--- src/rtl/sprite_fetch_pkg.sv ---
// Shared types and sizing helpers for the sprite fetch initiator.
package sprite_fetch_pkg;

  localparam int unsigned DATA_W = 8;

  typedef enum logic [1:0] {
    IDLE,
    FETCH,
    DRAIN
  } state_t;

  typedef struct packed {
    logic              last;
    logic [DATA_W-1:0] data;
  } fifo_entry_t;

  function automatic int sprw_f(input int spr_words);
    return $clog2(spr_words);
  endfunction

  function automatic int addrw_f(input int depth);
    return $clog2(depth);
  endfunction

endpackage

--- src/rtl/sprite_fetch_fifo.sv ---
// Single-clock FIFO with count/full/empty; head word is visible combinationally.
module fifo_sync #(
  parameter  int WIDTH = 8,
  parameter  int DEPTH = 4,
  localparam int PTRW  = $clog2(DEPTH),
  localparam int CNTW  = PTRW + 1
) (
  input  logic             i_clk,
  input  logic             i_rst_n,
  input  logic             i_push,
  input  logic [WIDTH-1:0] i_wdata,
  input  logic             i_pop,
  output logic [WIDTH-1:0] o_rdata,
  output logic [CNTW-1:0]  o_count,
  output logic             o_full,
  output logic             o_empty
);

  logic [WIDTH-1:0] r_mem [DEPTH];
  logic [PTRW-1:0]  r_wr_ptr;
  logic [PTRW-1:0]  r_rd_ptr;
  logic [CNTW-1:0]  r_count;
  logic             w_push_ok;
  logic             w_pop_ok;

  assign o_full    = (r_count == CNTW'(DEPTH));
  assign o_empty   = (r_count == '0);
  assign o_count   = r_count;
  assign o_rdata   = r_mem[r_rd_ptr];
  assign w_push_ok = i_push && !o_full;
  assign w_pop_ok  = i_pop && !o_empty;

  always_ff @(posedge i_clk) begin
    if (w_push_ok) r_mem[r_wr_ptr] <= i_wdata;
  end

  always_ff @(posedge i_clk) begin
    if (!i_rst_n) begin
      r_wr_ptr <= '0;
      r_rd_ptr <= '0;
      r_count  <= '0;
    end else begin
      if (w_push_ok) r_wr_ptr <= r_wr_ptr + PTRW'(1);
      if (w_pop_ok)  r_rd_ptr <= r_rd_ptr + PTRW'(1);
      case ({w_push_ok, w_pop_ok})
        2'b10:   r_count <= r_count + CNTW'(1);
        2'b01:   r_count <= r_count - CNTW'(1);
        default: r_count <= r_count;
      endcase
    end
  end

endmodule

--- src/rtl/sprite_fetch.sv ---
// Streams one sprite out of a registered-read ROM, checks the echoed addresses,
// and hands the words downstream through a small credit-managed FIFO.
//
//   state | meaning
//   IDLE  | waiting for start
//   FETCH | issuing ROM reads while FIFO credit allows
//   DRAIN | all reads issued; waiting for the last word to be popped
module sprite_fetch
  import sprite_fetch_pkg::*;
#(
  parameter  int WIDTH      = DATA_W,
  parameter  int DEPTH      = 256,
  parameter  int SPR_WORDS  = 8,
  parameter  int FIFO_DEPTH = 4,
  localparam int ADDRW      = addrw_f(DEPTH),
  localparam int SPRW       = sprw_f(SPR_WORDS)
) (
  input  logic                  i_clk,
  input  logic                  i_rst_n,
  input  logic                  i_start,
  input  logic [ADDRW-SPRW-1:0] i_sprite_id,
  output logic                  o_busy,
  output logic                  o_done,
  output logic                  o_err,
  output logic [ADDRW-1:0]      o_rom_addr,
  input  logic [ADDRW-1:0]      i_rom_addr_return,
  input  logic [WIDTH-1:0]      i_rom_data,
  output logic [WIDTH-1:0]      o_out_data,
  output logic                  o_out_last,
  output logic                  o_out_valid,
  input  logic                  i_out_ready
);

  localparam int ICW = SPRW + 1;
  localparam int FCW = $clog2(FIFO_DEPTH) + 1;
  localparam logic [ICW-1:0] WORDS_C  = ICW'(SPR_WORDS);
  localparam logic [ICW-1:0] LAST_IDX = ICW'(SPR_WORDS - 1);
  localparam logic [FCW:0]   FIFO_LIM = FIFO_DEPTH[FCW:0];

  state_t           r_state, w_next;
  logic [ADDRW-1:0] r_rom_addr, r_exp_addr, w_base;
  logic [ICW-1:0]   r_iss_cnt, r_ret_cnt;
  logic             r_ret_v, r_err, r_done;
  logic             w_iss, w_done_nxt, w_credit, w_push, w_pop;
  logic             w_full, w_empty;
  logic [FCW-1:0]   w_count;
  logic [FCW:0]     w_occ;
  fifo_entry_t      w_wentry, w_head;

  assign w_base = ADDRW'(i_sprite_id) << SPRW;
  // Words still in flight from the ROM count against FIFO space so a push never overflows.
  assign w_occ    = {1'b0, w_count} + {{FCW{1'b0}}, r_ret_v};
  assign w_credit = !w_full && (w_occ < FIFO_LIM);
  assign w_push   = r_ret_v && (r_state != IDLE);
  assign w_pop    = !w_empty && i_out_ready;

  assign w_wentry.last = (r_ret_cnt == LAST_IDX);
  assign w_wentry.data = i_rom_data;

  always_ff @(posedge i_clk) begin
    if (!i_rst_n) r_state <= IDLE;
    else          r_state <= w_next;
  end

  always_comb begin
    w_next     = r_state;
    w_iss      = 1'b0;
    w_done_nxt = 1'b0;
    case (r_state)
      IDLE: if (i_start) w_next = FETCH;
      FETCH: begin
        w_iss = (r_iss_cnt < WORDS_C) && w_credit;
        if (w_iss && (r_iss_cnt == LAST_IDX)) w_next = DRAIN;
      end
      DRAIN: begin
        if (w_pop && w_head.last) begin
          w_next     = IDLE;
          w_done_nxt = 1'b1;
        end
      end
      default: w_next = IDLE;
    endcase
  end

  always_ff @(posedge i_clk) begin
    if (!i_rst_n) begin
      r_rom_addr <= '0;
      r_exp_addr <= '0;
      r_iss_cnt  <= '0;
      r_ret_cnt  <= '0;
      r_ret_v    <= 1'b0;
      r_err      <= 1'b0;
      r_done     <= 1'b0;
    end else begin
      r_done  <= w_done_nxt;
      r_ret_v <= w_iss;
      if ((r_state == IDLE) && i_start) begin
        r_rom_addr <= w_base;
        r_exp_addr <= w_base;
        r_iss_cnt  <= '0;
        r_ret_cnt  <= '0;
        r_err      <= 1'b0;
      end else begin
        if (w_iss) begin
          r_rom_addr <= r_rom_addr + ADDRW'(1);
          r_iss_cnt  <= r_iss_cnt + ICW'(1);
        end
        if (w_push) begin
          r_ret_cnt  <= r_ret_cnt + ICW'(1);
          r_exp_addr <= r_exp_addr + ADDRW'(1);
          if (i_rom_addr_return != r_exp_addr) r_err <= 1'b1;
        end
      end
    end
  end

  fifo_sync #(
    .WIDTH ($bits(fifo_entry_t)),
    .DEPTH (FIFO_DEPTH)
  ) u_fifo (
    .i_clk   (i_clk),
    .i_rst_n (i_rst_n),
    .i_push  (w_push),
    .i_wdata (w_wentry),
    .i_pop   (w_pop),
    .o_rdata (w_head),
    .o_count (w_count),
    .o_full  (w_full),
    .o_empty (w_empty)
  );

  assign o_busy      = (r_state != IDLE);
  assign o_done      = r_done;
  assign o_err       = r_err;
  assign o_rom_addr  = r_rom_addr;
  assign o_out_data  = w_head.data;
  assign o_out_last  = w_head.last;
  assign o_out_valid = !w_empty;

endmodule

--- config.mk ---
export PLATFORM = sky130hd
export DESIGN_NAME = sprite_fetch
export DESIGN_NICKNAME = d
export VERILOG_FILES = /design/src/rtl/sprite_fetch_pkg.sv /design/src/rtl/sprite_fetch_fifo.sv /design/src/rtl/sprite_fetch.sv
export SDC_FILE = /design/constraint.sdc
export NUM_CORES = 1
export LEC_CHECK = 0
export BUFFER_PORTS_ARGS = -buffer_cell sky130_fd_sc_hd__buf_2
export CAP_MARGIN = 30
export CELL_PAD_IN_SITES_DETAIL_PLACEMENT = 1
export CELL_PAD_IN_SITES_GLOBAL_PLACEMENT = 1
export CORE_MARGIN = 2
export CORE_UTILIZATION = 46
export CTS_CLUSTER_DIAMETER = 30
export DETAILED_ROUTE_END_ITERATION = 8
export GPL_ROUTABILITY_DRIVEN = 0
export PLACE_DENSITY_LB_ADDON = 0.1
export REMOVE_ABC_BUFFERS = 1
export SYNTH_ARGS = -nofsm -noshare
export SYNTH_HDL_FRONTEND = slang
export SYNTH_HIERARCHICAL = 1
export SYNTH_SLANG_ARGS = --single-unit
--- constraint.sdc ---
create_clock -name i_clk -period 3.2 [get_ports i_clk]
set_input_delay 0.32 -clock i_clk [delete_from_list [all_inputs] [get_ports i_clk]]
set_output_delay 0.32 -clock i_clk [all_outputs]
set_load 0.02 [all_outputs]
Yosys cells after proc, flatten, opt, wreduce, memory -nomap -nowiden
Memory sizes are Yosys's and may differ from the RTL's. A register that Yosys moved wholly into a read port is not among the register bits.
Index checks and enable logic that the tools add are counted.
{"block": "op_classes", "n_lt_le_gt_ge": 2, "eq_ne": 11, "n_mux": 15, "reduce_logical": 21, "add_sub_neg": 9, "bitwise": 1}
{"operator": "two-way mux 8 bit", "n": 4}
{"operator": "adder 8 x 1 -> 8 bit (second input constant)", "n": 2}
{"operator": "two-way mux 2 bit", "n": 5}
{"operator": "logical AND 1 bit", "n": 9}
{"operator": "adder 4 x 1 -> 4 bit (second input constant)", "n": 2}
{"operator": "== test 4 x 3 -> 1 bit (second input constant)", "n": 2}
{"operator": "inequality test 8 bit", "n": 1}
{"operator": "nonzero test 2 bit", "n": 4}
{"operator": "inequality test 2 bit (second input constant)", "n": 3}
{"operator": "case mux 2 bit (3 select lines)", "n": 1}
{"operator": "case mux 3 bit (2 select lines)", "n": 1}
{"operator": "adder 2 x 1 -> 2 bit (second input constant)", "n": 2}
{"operator": "adder 3 x 1 -> 4 bit", "n": 1}
{"operator": "== test 2 x 1 -> 1 bit (second input constant)", "n": 2}
{"operator": "== test 2 bit (second input constant)", "n": 2}
{"operator": "< comparator 4 x 3 -> 1 bit (second input constant)", "n": 1}
{"operator": "< comparator 4 bit (second input constant)", "n": 1}
{"operator": "two-way mux 1 bit", "n": 4}
{"operator": "AND reduction 2 bit", "n": 2}
{"operator": "adder 3 x 1 -> 3 bit (second input constant)", "n": 1}
{"operator": "== test 3 bit (second input constant)", "n": 1}
{"operator": "zero test 3 bit", "n": 1}
{"operator": "AND reduction 3 bit", "n": 1}
{"operator": "subtractor 3 x 1 -> 3 bit (second input constant)", "n": 1}
{"operator": "4 further kinds", "n": 5}
{"block": "totals", "ramBits": 36, "input_bits": 25, "memories": 1, "register_bits": 36}
{"name": "u_fifo.r_mem", "words": 4, "width": 9, "read_ports": 1, "rd_clocked_by_memory_dff": 1, "write_ports": 1, "line_no": "sprite_fetch_fifo.sv:19", "source": "logic [WIDTH-1:0] r_mem [DEPTH];"}

Logic depth before layout (Yosys ltp)
Gate-level depths: netlist (run 1).
{"block": "depth", "word_depth": 7, "ltp_mapped": 13, "ltp_nobuf": 10}

Modules after synthesis
The synthesis (run 1) kept the hierarchy.
{"module": "fifo_sync", "cells_each": 101, "area_per_inst_um2": 1786.7, "n_inst": 1, "seq_area_each_um2": 1261.2}
{"module": "sprite_fetch", "cells_each": 169, "area_per_inst_um2": 1495.2, "n_inst": 1, "seq_area_each_um2": 580.6}

Worst setup path before layout (run 1)
OpenSTA, ideal clock, no wires.
{"block": "synth_timing", "path_kind": "reg2reg", "startpoint": "register r_state[1]", "endpoint": "register u_fifo.r_count[2], in the netlist u_fifo/o_count[2]", "required_time_ns": 3.130, "t_arrival_ns": 2.443, "path_stages_with_launch": 14, "slack_ns": 0.687, "path_buffers": 3, "cell_sequence": "dfxtp_1 > buf_2 > o21ai_2 > inv_1 > buf_2 > nor2b_1 > buf_2 > inv_2 > ha_1 > inv_1 > fa_1 > xor2_1 > or3_1 > a21boi_1"}
{"block": "synth_via", "elab_chain_cells": 5}
{"item": "start, declared", "line_no": "sprite_fetch.sv:40", "source": "state_t r_state, w_next;"}
{"item": "start signal, assigned", "line_no": "sprite_fetch.sv:62", "source": "else r_state <= w_next;"}
{"item": "nonzero test 2 bit (*)", "line_no": "sprite_fetch.sv:54", "source": "assign w_push = r_ret_v && (r_state != IDLE);"}
{"item": "logical AND 1 bit (*)", "line_no": "sprite_fetch.sv:54"}
{"item": "net w_push", "line_no": "sprite_fetch.sv:44", "source": "logic w_iss, w_done_nxt, w_credit, w_push, w_pop;"}
{"item": "logical AND 1 bit (*)", "line_no": "sprite_fetch_fifo.sv:30", "source": "assign w_push_ok = i_push && !o_full;"}
{"item": "== test 2 x 1 -> 1 bit or == test 2 bit (tied branches)", "line_no": "sprite_fetch_fifo.sv:45", "source": "case ({w_push_ok, w_pop_ok})"}
{"item": "case mux 3 bit (2 select lines) or nonzero test 2 bit (tied branches)"}
{"item": "end signal, assigned", "line_no": "sprite_fetch_fifo.sv:46", "source": "2'b10: r_count <= r_count + CNTW'(1);"}
{"item": "end signal, assigned", "line_no": "sprite_fetch_fifo.sv:47", "source": "2'b01: r_count <= r_count - CNTW'(1);"}
{"item": "end signal, assigned", "line_no": "sprite_fetch_fifo.sv:48", "source": "default: r_count <= r_count;"}
{"item": "end, declared", "line_no": "sprite_fetch_fifo.sv:22", "source": "logic [CNTW-1:0] r_count;"}
The timed path passes the listed nets; every way through them passes the cells marked *.
A chain may end at the register's enable or synchronous reset.

Final worst setup path (run 1)
{"block": "layout_timing", "startpoint": "register r_state[1]", "endpoint": "register u_fifo.r_count[2], in the netlist u_fifo/o_count[2]"}
{"block": "layout_via", "elab_chain_cells": 5}
{"item": "nonzero test 2 bit (*)", "line_no": "sprite_fetch.sv:54"}
{"item": "logical AND 1 bit (*)", "line_no": "sprite_fetch.sv:54"}
{"item": "logical AND 1 bit (*)", "line_no": "sprite_fetch_fifo.sv:30"}
{"item": "== test 2 x 1 -> 1 bit or == test 2 bit (tied branches)", "line_no": "sprite_fetch_fifo.sv:45"}
{"item": "case mux 3 bit (2 select lines) or nonzero test 2 bit (tied branches)"}
Mark *: on every way between the ends. The rest lies on a longest branch, timed or not.

==> impl_results.md, run 1 <==
* Synth Area in Adders at 4.04%
* CTS tree: built
* Max frequency at 366 MHz
* Critical Path Fanout Max at 12
* Synth Register Bits at between 70 and 80
* Detail Route Antenna Nets at 0
* Synthesis warning total at 6
* Post-synth top cells: dfxtp_1, edfxtp_1, nand2_1
* Buffers on Ports at 45
* Core area at between 0.006 and 0.007 sq mm
* Pwr dens at 487 mW/mm^2
* Die width at between 80 and 90 microns
* Area Overhead vs Synth at 14.4%
* Slew @ Worst Pin at 0.729 ns
* Final period utilization at a little under nine tenths
* Post-route clock skew at 0.00956 ns
* Initial antenna violation count at 0
* Slew headroom at 51.2%
* Final Critical Period at 2.73 ns
* Compound-gate portion of the synthesized area at 7.66%
* # clock sinks at 74
* Top-count cell post-synth: dfxtp_1
* Count of cell types in the netlist at 47
* XOR/XNOR Fraction of Synth Area at 5.60%
* Num CTS Buffers at 9
* Clock latency reported for the late side of the worst-skew pair at 0.35 ns
* Max VDD drop at 0.184 mV
* H-tree depth at 3
* Crit path kind: reg2reg
* Layout cell share with drive strength beyond 1 at between 20% and 30%
* Vias per inst at ~5.3
* Largest net degree at the start of global routing at 18
* Slew Limit Fails at 0
* Gr ovfl total at 0
* Mux share of post-synthesis cell area at 7.13%
* Vias in the first global route at 2220
* Final hold vios at 0
* Clock Path Buffers at 2
* Ant. Diodes at 0
* Final setup vio count at 0
* TNS Setup at 0 ns
* Mapped Area at around 0.0033 sq mm
* Layout Utilization at between 50 and 60%
* FP Rows at 30
* Hold WC Path Type: in2reg
* Setup Buffers After CTS at 0
* Post-synthesis sequential area ratio at 56.1%
* CTS-repair resized insts at 0
* Startpoint types: register
* Status: complete, no violations
* Ports at 46
* DP HPWL at 4830 microns
* Routed WL at 6650 microns
* Largest family of logic cells by synthesized area: simple AND/OR/NAND/NOR gates
* Worst EP required at around 3.5 ns
* Post-CTS Hold Fix Bufs at 0
* Worst setup margin at 0.470 ns
* Drt wl/cell at 15.9 microns
* Dominant cells by area after synthesis: edfxtp_1, dfxtp_1, mux4_2, xnor2_1, ha_1
* First-pass GRT wire length at 11000 microns
* Die height at just under 90 microns
* Ys async rst share at 0%
* GR Util All Layers at 18.5%
* Critical Path End Type: register
* Final nets at 351
* Worst-path clk slew at 0.09 ns
* Initial cell density of the core at 48.0%
* 1st-iter DRT viols at 69
* Syn Inst Count at 270
* Die Area at approximately 0.008 sq mm
* Avg Inst Size Synth at 12.2 sq um
* Post-Synth Simple-Gate Area at approximately 16%
* First drt pass iteration count at 4
* Vias at approximately 2200
* Post-synth EDFFs at 36
* Unrepaired setup endpoints after global routing: false
* DR DRC count at 0
* Pre-CTS worst setup slack at roughly 0.46 ns
* Top-area cell type share of the netlist area at about 33%
* CTS root buffer: clkbuf_8
* Arr. time, crit path at 3.02 ns
* Max-cap violations at 0
* Leakage power at roughly 1.3 nW
* Top_reg_cell synth: dfxtp_1
* Area leader, netlist: edfxtp_1
stage by stage:
stage,cell area [sq um],power (mW),hold slack [ns],instances
floorplan,3220,1.12,0.419,260
global placement,3570,1.17,0.435,401
detailed placement,3570,1.17,0.445,401
CTS,3750,1.85,0.173,417
global route,3750,1.90,0.181,417
finish,3750,1.83,0.180,417
final cells by class:
class,instances,area [sq um]
clock buffers,9,124
well taps,96,120
clock inverters,7,61.3
multi-input cells,175,1340
flip-flops and latches,74,1840
repair buffers,45,225
inverters,11,41.3
fillers,758,3080
final timing paths:
path / slack [ns] / end / depth (start not counted) / from
worst max-delay path: 0.47 / u_fifo/o_count[2] / 10 / r_state[1]
worst max register to register: 0.47 / u_fifo/o_count[2] / 10 / r_state[1]
worst min-delay path: 0.18 / u_fifo/r_mem[1][7] / 1 / i_rom_data[7]
worst min register to register: 0.46 / o_err / 2 / o_err
cell usage in the layout, fill, tap and decap left out, drive strengths merged, types with 5 or more instances in the layout:
| master | count |
|---|---|
| a21oi | 14 |
| and2 | 7 |
| buf | 45 |
| clkbuf | 9 |
| dfxtp | 38 |
| edfxtp | 36 |
| ha | 9 |
| inv | 13 |
| mux4 | 9 |
| nand2 | 23 |
| nand3 | 5 |
| nand4 | 9 |
| nor2 | 14 |
| nor3 | 6 |
| o21ai | 14 |
| xnor2 | 15 |
| xor2 | 6 |
layer usage:
layer / routed length [microns] / part of all wire, % / vias up / GRT usage, %
li1: - / - / 1087 / -
met1: 3080 / 46 / 1061 / 24.0
met2: 3270 / 49 / 40 / 30.4
met3: 211 / 3.2 / 8 / 3.64
met4: 82 / 1.2 / 0 / 7.85
met5: 0 / 0 / - / 0
flip-flops by register name, indices dropped and copies added (netlist names), named ones only:
register / count
u_fifo/r_mem: 36
o_rom_addr: 8
r_exp_addr: 8
r_iss_cnt: 4
r_ret_cnt: 4
u_fifo/o_count: 3
r_state: 2
u_fifo/r_rd_ptr: 2
u_fifo/r_wr_ptr: 2
o_done: 1
o_err: 1
r_ret_v: 1
cells by family (layout without fill, tap and decap cells):
family                     after synthesis  after routing
and+or+nand+nor                         90             90
adders and majority gates               10             10
buffers and inverters                   21             72
DFF                                     74             74
xor gates and xnor gates                21             21
muxes                                   12             12
AOI/OAI and AO/OA                       42             42
critical path, cell delays in order, from the launching register on:
cell and delay [ns]:
dfxtp_1 0.40, o21ai_2 0.39, inv_1 0.29, nor2b_1 0.30
inv_2 0.08, ha_1 0.18, inv_1 0.06, fa_1 0.37
xor2_1 0.16, or3_1 0.31, a21boi_1 0.13
where the power goes:
part / leakage (nW) / total [mW] / internal, mW / switching (mW)
sequential: 0.627 / 1.03 / 1.01 / 0.0203
clock: 0.0884 / 0.679 / 0.294 / 0.384
combinational: 0.617 / 0.121 / 0.0508 / 0.0706
No activity file was read; power rests on OpenSTA's default activity.
==> run 2, diff against run 1 <==
--- a/config.mk
+++ b/config.mk
@@ -10,13 +10,13 @@
 export CELL_PAD_IN_SITES_DETAIL_PLACEMENT = 1
 export CELL_PAD_IN_SITES_GLOBAL_PLACEMENT = 1
 export CORE_MARGIN = 2
-export CORE_UTILIZATION = 46
+export CORE_UTILIZATION = 45
 export CTS_CLUSTER_DIAMETER = 30
 export DETAILED_ROUTE_END_ITERATION = 8
 export GPL_ROUTABILITY_DRIVEN = 0
+export MAX_ROUTING_LAYER = met4
 export PLACE_DENSITY_LB_ADDON = 0.1
 export REMOVE_ABC_BUFFERS = 1
 export SYNTH_ARGS = -nofsm -noshare
 export SYNTH_HDL_FRONTEND = slang
-export SYNTH_HIERARCHICAL = 1
 export SYNTH_SLANG_ARGS = --single-unit
==> impl_results.md, run 2 <==
* Status: complete, no violations
* Core area at 0.00683 sq mm
* FF-to-FF End: u_fifo.o_count[2]
* Post-synth EDFFs at 36
* Critical Path Fanout Max at 9
* Drt wl/cell at 16.3 microns
* Top_reg_cell synth: dfxtp_1
* CP most frequent cell: inv_1
* Ports at 46
* Most frequent cells in the layout: buf_2, dfxtp_1, edfxtp_1
* Largest net degree at the start of global routing at 21
* Vias per inst at 5.27
* Top-count cell post-synth: dfxtp_1
* CTS tree: built
* Area after DPL at 0.00351 sq mm
* Die height at 88.4 microns
* H-tree depth at 3
* Area leader, netlist: edfxtp_1
* Reg2Reg Setup Slack at 0.58 ns
* Synth Register Bits at 74
* Vias at 2191
* Crit path kind: reg2reg
* DP HPWL at 4760 microns
* Die Area at 0.00782 sq mm
* Initial antenna violation count at 0
* Pre-CTS worst setup slack at roughly 0.63 ns
* Detail Route Antenna Nets at 0
* First drt pass iteration count at 4
* Met2 GRT Util at roughly a third
* Worst setup margin at between 0.5 and 0.6 ns
* Worst-path clk slew at 0.08 ns
* Endpoint, Worst Hold: u_fifo.r_mem[0][5]
* Pwr dens at 511 mW/mm^2
* Hold depth at 1
* Vias in the first global route at about 2300
* Max incr delay on CP at a little over 0.6 ns
* Final Critical Period at roughly 2.6 ns
* Worst EP required at between 3 and 4 ns
* Ys async rst share at 0%
* Final hold vios at 0
* Power, Total at about 1.9 mW
* # clock sinks at 74
* Gr ovfl total at 0
* M1 GR Usage at roughly 24%
* Mapped Area at about 0.0032 sq mm
* Critical Path, Cell by Cell: o21ai_1, a31oi_2, inv_1, ha_1, inv_1, fa_1, xor2_1, or3_1, a21oi_1
* Final nets at 350
* Crit path buf inv count at 2
* Ant. Diodes at 0
* CTS-repair resized insts at 0
* Placed Cells at 400
* CTS root buffer: clkbuf_8
* Startpoint types: register
* Final period utilization at 81.8%
* FP Rows at 30
* Routed WL at 6800 microns
* Largest register FFs at 36
* Grt peak-use layer: met2
* Max-cap violations at 0
* Setup Buffers After CTS at 0
* Buffers on Ports at 45
* TNS Setup at 0 ns
* Post-synth top cells: dfxtp_1, edfxtp_1, nand2_1
* Worst reg2reg path depth at 9
* R2r startpoint: r_state[0]
* Num CTS Buffers at 9
* # fillers at 753
* Clock latency reported for the late side of the worst-skew pair at between 0.3 and 0.4 ns
* Die width at between 80 and 90 microns
* Max VDD drop at 0.187 mV
* Initial cell density of the core at roughly 47%
* Area Overhead vs Synth at 15.1%
* Crit path max-delay family: compound AO/OA/AOI/OAI gates
* DR DRC count at 0
* CP max-delay cell: o21ai_1
* GR Layer Usage met3 at 5.04%
* Arr. time, crit path at 2.89 ns
* Post-route clock skew at 0.0126 ns
* First-pass GRT wire length at 11300 microns
* Post-CTS Hold Fix Bufs at 0
* Slew Limit Fails at 0
* Most common cell after layout, fill and taps aside: buf_2
* Hold Crit Start: i_rom_data[5]
* Hold WC Path Type: in2reg
* Synthesis warning total at 0
* Dominant cells by area after synthesis: edfxtp_1, dfxtp_1, mux4_2, xnor2_1, ha_1
* Slew @ Worst Pin at around 0.7 ns
* Count of cell types in the netlist at 47
* Final setup vio count at 0
* Final Non-Filler Cells at 416
* Largest Register: u_fifo.r_mem
* Layout cell share with drive strength beyond 1 at 23.4%
* GR Util All Layers at ~20%
* Avg Inst Size Synth at 12.0 sq um
* Post-synthesis sequential area ratio at 57.4%
* 1st-iter DRT viols at 71
* Unrepaired setup endpoints after global routing: false
* Clock Path Buffers at 2
* Top-area cell type share of the netlist area at 33.7%
* Max frequency at 382 MHz
* Critical Path End Type: register
* Slew headroom at between 50% and 60%
* Leakage power at between 1 and 1.5 nW
* Final Instance Area at 0.00369 sq mm
* Syn Inst Count at approximately 270
==> run 2: final cells by class <==
| cell class | count | area, sq um | share of cell area (%) |
|---|---|---|---|
| sequential | 74 | 1840 | 49.9 |
| multi-input combinational | 177 | 1290 | 35.0 |
| clock inverter | 4 | 26.3 | 0.712 |
| timing repair buffer | 45 | 225 | 6.10 |
| clock buffer | 12 | 155 | 4.20 |
| tap | 96 | 120 | 3.25 |
| inverter | 8 | 30.0 | 0.813 |
==> run 2: routing by layer <==
| metal | vias up | wire (microns) |
|---|---|---|
| li1 | 1065 | - |
| met1 | 1075 | 3020 |
| met2 | 40 | 3430 |
| met3 | 11 | 228 |
| met4 | 0 | 125 |
| met5 | - | 0 |
==> run 2: worst max-delay path by stage <==
stage / from / endpoint / slack (ns) / depth (start not counted)
global placement: r_state[0] / u_fifo.o_count[2] / 0.76 / 9
detailed placement: r_state[0] / u_fifo.o_count[2] / 0.63 / 9
finish: r_state[0] / u_fifo.o_count[2] / 0.58 / 9
global route: r_state[0] / u_fifo.o_count[2] / 0.37 / 9
CTS: r_state[0] / u_fifo.o_count[2] / 0.56 / 9
floorplan: r_state[0] / u_fifo.o_count[2] / 1.04 / 9
==> run 2: cells by family (layout without fill, tap and decap cells) <==
logic type / count (synthesis) / after routing / share of synthesized area (%)
AO/OA/AOI/OAI: 47 / 47 / 10.3
XOR/XNOR: 22 / 22 / 6.01
adder cells (fa/ha/maj): 10 / 10 / 4.13
buffers and inverters: 17 / 69 / 2.26
flip-flops: 74 / 74 / 57.4
multiplexers: 10 / 10 / 6.63
AND/OR/NAND/NOR: 88 / 88 / 13.2
==> run 2: worst reg2reg max path, cell delays in order, from the launching register on <==
cell	delay (ns)
dfxtp_1	0.38
o21ai_1	0.61
a31oi_2	0.19
inv_1	0.11
ha_1	0.19
inv_1	0.06
fa_1	0.39
xor2_1	0.17
or3_1	0.32
a21oi_1	0.14
==> run 2: where the power goes <==
group | internal [mW] | switching (mW)
registers | 1.01 | 0.0296
clock network | 0.324 | 0.352
logic | 0.0724 | 0.0962
total | 1.41 | 0.478
==> run 2: per-stage QoR <==
step	util (%)	hold slack, ns
floorplan	-	0.419
global placement	51.4	0.433
detailed placement	51.4	0.439
CTS	54.0	0.179
global route	54.0	0.173
finish	54.0	0.183
